### src/rtl/dynamic_tmr.sv
// Dynamically switched simplex/TMR command processor with err_rate hysteresis.
// Optional replica fault injection via an 8-bit LFSR when DTMR_FAULT_INJ_EN is defined.
module dynamic_tmr #(
  parameter int TMR_ON_TH  = 8,
  parameter int TMR_OFF_TH = 4
) (
  input  logic       clk,
  input  logic       rst,
  input  logic [3:0] speed,
  input  logic [3:0] dir,
  input  logic [1:0] mode,
  input  logic [3:0] err_rate,
  input  logic       f1,
  input  logic       f2,
  input  logic       b1,
  input  logic       b2,
  output logic [3:0] speed_o,
  output logic [3:0] dir_o,
  output logic [2:0] fault,
  output logic       state_o
);

  localparam logic [3:0] ON_TH  = 4'(TMR_ON_TH);
  localparam logic [3:0] OFF_TH = 4'(TMR_OFF_TH);

  typedef enum logic {SIMPLEX = 1'b0, TMR = 1'b1} state_t;

  state_t     state, state_nxt;
  logic [7:0] res_p0 [3];
  logic [7:0] voted_p0;
  logic [7:0] out_p0;
  logic [2:0] fault_p0;
  logic [2:0] inj_sel;

  function automatic logic [7:0] replica(input logic [3:0] spd, input logic [3:0] dr,
                                         input logic [1:0] md, input logic fa, input logic fb,
                                         input logic ba, input logic bb);
    logic path_blk;
    logic [7:0] r;
    path_blk = dr[3] ? (~ba | ~bb) : (~fa | ~fb);
    case (md)
      2'd0:    r = {(path_blk ? 4'd0 : spd), dr};
      2'd1:    r = {(path_blk ? (spd >> 1) : spd), dr};
      2'd2:    r = {spd, dr};
      default: r = 8'd0;
    endcase
    return r;
  endfunction

`ifdef DTMR_FAULT_INJ_EN
  logic [7:0] lfsr;

  always_ff @(posedge clk) begin
    if (rst) lfsr <= 8'hA5;
    else     lfsr <= {lfsr[6:0], lfsr[7] ^ lfsr[5] ^ lfsr[4] ^ lfsr[3]};
  end

  // LFSR[5:4] == 3 wraps onto replica 0 (mod 3)
  always_comb begin
    inj_sel = 3'b000;
    if (lfsr[3:0] < err_rate) begin
      case (lfsr[5:4])
        2'd1:    inj_sel = 3'b010;
        2'd2:    inj_sel = 3'b100;
        default: inj_sel = 3'b001;
      endcase
    end
  end
`else
  assign inj_sel = 3'b000;
`endif

  // Stage p0: replicas, vote and selection on the pre-update state
  for (genvar i = 0; i < 3; i++) begin : g_rep
    assign res_p0[i] = replica(speed, dir, mode, f1, f2, b1, b2) ^ {7'd0, inj_sel[i]};
  end

  assign voted_p0 = (res_p0[0] & res_p0[1]) | (res_p0[0] & res_p0[2]) | (res_p0[1] & res_p0[2]);

  always_comb begin
    out_p0   = res_p0[0];
    fault_p0 = 3'b000;
    if (state == TMR) begin
      out_p0 = voted_p0;
      for (int i = 0; i < 3; i++) fault_p0[i] = (res_p0[i] != voted_p0);
    end
  end

  always_comb begin
    state_nxt = state;
    case (state)
      SIMPLEX: if (err_rate >= ON_TH)  state_nxt = TMR;
      TMR:     if (err_rate <  OFF_TH) state_nxt = SIMPLEX;
      default: state_nxt = SIMPLEX;
    endcase
  end

  always_ff @(posedge clk) begin
    if (rst) state <= SIMPLEX;
    else     state <= state_nxt;
  end

  // Stage p1: registered outputs
  always_ff @(posedge clk) begin
    if (rst) begin
      speed_o <= 4'd0;
      dir_o   <= 4'd0;
      fault   <= 3'b000;
    end else begin
      speed_o <= out_p0[7:4];
      dir_o   <= out_p0[3:0];
      fault   <= fault_p0;
    end
  end

  assign state_o = state;

endmodule

### config.mk
export PLATFORM = sky130hd
export DESIGN_NAME = dynamic_tmr
export DESIGN_NICKNAME = d
export VERILOG_FILES = /design/src/rtl/dynamic_tmr.sv
export SDC_FILE = /design/constraint.sdc
export NUM_CORES = 1
export LEC_CHECK = 0
export BUFFER_PORTS_ARGS = -buffer_cell sky130_fd_sc_hd__buf_2
export CORE_AREA = 2 2 39 41
export CTS_CLUSTER_SIZE = 25
export DETAILED_ROUTE_END_ITERATION = 8
export DIE_AREA = 0 0 41 43
export GPL_ROUTABILITY_DRIVEN = 0
export MAX_ROUTING_LAYER = met4
export PLACE_DENSITY_LB_ADDON = 0.2
export SYNTH_ARGS = -nofsm -noshare
export SYNTH_HDL_FRONTEND = slang
export SYNTH_SLANG_ARGS = --single-unit
### constraint.sdc
create_clock -name clk -period 1 [get_ports clk]
set_input_delay 0.05 -clock clk [delete_from_list [all_inputs] [get_ports clk]]
set_output_delay 0.05 -clock clk [all_outputs]
set_load 0.03 [all_outputs]
==> results.md <==
- Run status: finished clean
- Placed insts: 85
- Clock latency at the later pin of the worst-skew pair: 0.25 ns
- Hold Crit Start: err_rate[3]
- Synth warnings: 0
- Number of distinct standard cells referenced by the synthesized netlist: 16
- Part of the Yosys area used for sequential elements: 46.2%
- Routed wire length per instance: 8.95 µm
- Leakage dissipation: about 0.3 nW
- Cell area after synthesis: 390 µm²
- Largest net degree at the start of global routing: 10
- Vias per cell: 4.46
- Post-Synthesis Mean Instance Area: 9.08 µm²
- Layout fillers: 146
- DP Wirelength: 681 µm
- Final cell area excluding filler cells: 586 µm²
- Maximum fanout encountered on the critical timing path: 6
- Total via count in the routed design: 410
- Upper clock frequency limit: around 1200 MHz
- Worst Path Arrival: 0.99 ns
- Area inside the core boundary: approximately 1400 µm²
- Die area: 1760 µm²
- Worst Setup End Kind: flip-flop
- Series of cell instances along the critical path: buf_2 -> and3b_1 -> or4_1 -> a31oi_1
- Overall routed net length: 823 µm
- Maximum buffer depth of the clock tree: 2
- Number of resized instances in the post-cts repair step: 0
- Total Negative Setup Slacks: 0 ns
- Clk sinks: 9
- Cell type group with the largest total delay on the critical path: simple AND/OR/NAND/NOR gates
- Share of cells above drive strength 1: between 40% and 50%
- Slowest stage cell, crit path: or4_1
- H-tree depth reported by CTS: 1
- Antenna violations before repair: 0
- Worst min-delay path category: primary input to flip-flop
- Die outline height: 43 µm
- Final cycle utilization of the critical path: 81.4%
- Power density normalized to cell area: 1400 nW/µm²
- Final cell count without fillers: 92
- Highest cell delay on the worst timing path: 0.48 ns
- CTS tree: done
- Total routing resource utilization after global routing: 10.1%
- Count of max-cap constraint violations: 0
- Combined flip-flop and latch cell area: 180 µm²
- Number of global-route vias before repair: 351
- Setup crit start: dir[3]
- Quantity of I/O buffers inserted on ports: 26
- Final-report setup violation count: 0
- PnR Total Power: 0.819 mW
- I/O pins: 32
- Number of cells produced by synthesis: 43
- Diode count: 0
- Total CTS buffers: 3
- Worst clock skew: 0 ns
- First-pass GRT wire length: about 1200 µm
- Critical path buffers and inverters: 1
- Drt pass-1 iters: 4
- Post-detailed-route count of antenna-violating nets: 0
- Data required time at the worst endpoint: ~1.2 ns
- Clock Pin Slew Worst Setup and Hold Paths: ~0.050 ns
- Area grow syn2layout: 50.0%
- Number of nets in the final layout: 97
- Final hold vios: 0
- Unrepaired setup endpoints after global routing: no
- Number of placement rows: 14
- Worst Setup Start Kind: primary input
- Root buffer cell: clkbuf_4
- Crit Path Class: primary input to flip-flop
- Remaining global-route overflow: 0
- Peak supply drop: 0.327 mV
- Starting DRT DRC Count: 12
- Placement Cell Area: roughly 530 µm²
- Post-layout min period: 0.814 ns
- Max Transition Viols Final: 0
- DRC Markers: 0
- R2R Path Start: state_o$_SDFF_PP0_
- Flip-flop and latch count after synthesis: 9
- Die outline width: 41 µm
- Initial standard-cell utilization of the core: between 20 and 30%
- Multi-input gate area: ~180 µm²
[kinds of logic after synthesis]
family / share of synthesized area, %
DFF: 46.2
and+or+nand+nor: 30.4
other: 0.961
buffers and inverters: 8.65
AOI/OAI and AO/OA: 13.8
[layer usage]
layer	wire (µm)	vias to the layer above	track usage [%]
li1	-	209	-
met2	436	17	18.1
met4	0	0	8.00
met1	309	184	8.12
met3	77	0	1.57
met5	0	-	-
[synthesized netlist by cell type]
master	number	area share, %
dfxtp_1	9	46
nand2_1	6	5.8
o21ai_1	2	2.6
buf_6	1	2.9
buf_4	3	5.8
nor2b_1	4	6.4
a21oi_1	2	2.6
o21ai_0	1	1.3
o311a_1	1	2.6
a31oi_1	3	4.8
and2_1	4	6.4
and3b_1	1	2.2
nor2_1	1	0.96
or4_1	3	5.8
and3_4	1	2.9
conb_1	1	0.96
[metrics by stage]
step           utilization (%)  hold WS, ns  setup slack, ns
2_1_floorplan                -        0.119          0.00448
3_3_place_gp              38.2        0.251          -0.0639
3_5_place_dp              38.2        0.255          -0.0836
4_1_cts                   42.3       0.0124            0.179
5_1_grt                   42.3       0.0185            0.133
6_report                  42.3       0.0115            0.186
[sequential cells by signal, summed over array words and instances, names as in the netlist]
name and flops:
dir_o 4, speed_o 4, state_o 1
[cell usage in the layout (no fill, tap or decap)]
cell type and instances:
a21oi_1 2, a31oi_1 3, and2_1 4, and3_4 1
and3b_1 1, buf_2 26, buf_4 2, clkbuf_1 1
clkbuf_4 3, conb_1 3, dfxtp_1 9, dlygate4sd3_1 3
nand2_1 6, nor2_1 1, nor2b_1 4, o21ai_0 1
o21ai_1 2, o311a_1 1, or4_1 3
[final timing paths]
| kind | to | slack [ns] | cells past startpoint |
|---|---|---|---|
| max | speed_o[0]$_SDFF_PP0_ | 0.19 | 4 |
| min | state_o$_SDFF_PP0_ | 0.01 | 3 |
| max reg2reg | state_o$_SDFF_PP0_ | 0.42 | 2 |
| min reg2reg | state_o$_SDFF_PP0_ | 0.48 | 2 |
[power breakdown]
group          switching [mW]  internal (mW)
Sequential            0.00447          0.379
Combinational           0.103         0.0709
Clock                   0.109          0.153
[what timing repair did]
item	4_1_cts	5_1_grt
hold buffers	3	0
hold endpoints to repair	3	0
buffers inserted	0	0
[layout make-up]
cell class / count / share of cell area, %
flip-flops and latches: 9 / 30.8
clock buffers: 4 / 4.49
well taps: 16 / 3.42
repair buffers: 31 / 29.9
multi-input cells: 32 / 31.4
[worst min-delay path, delay by kind of cell]
family	cells	cell delay [ns]
AO/OA/AOI/OAI	1	0.03
buffers and inverters	1	0.08
AND/OR/NAND/NOR	1	0.06
(Power assumes the default switching activity.)
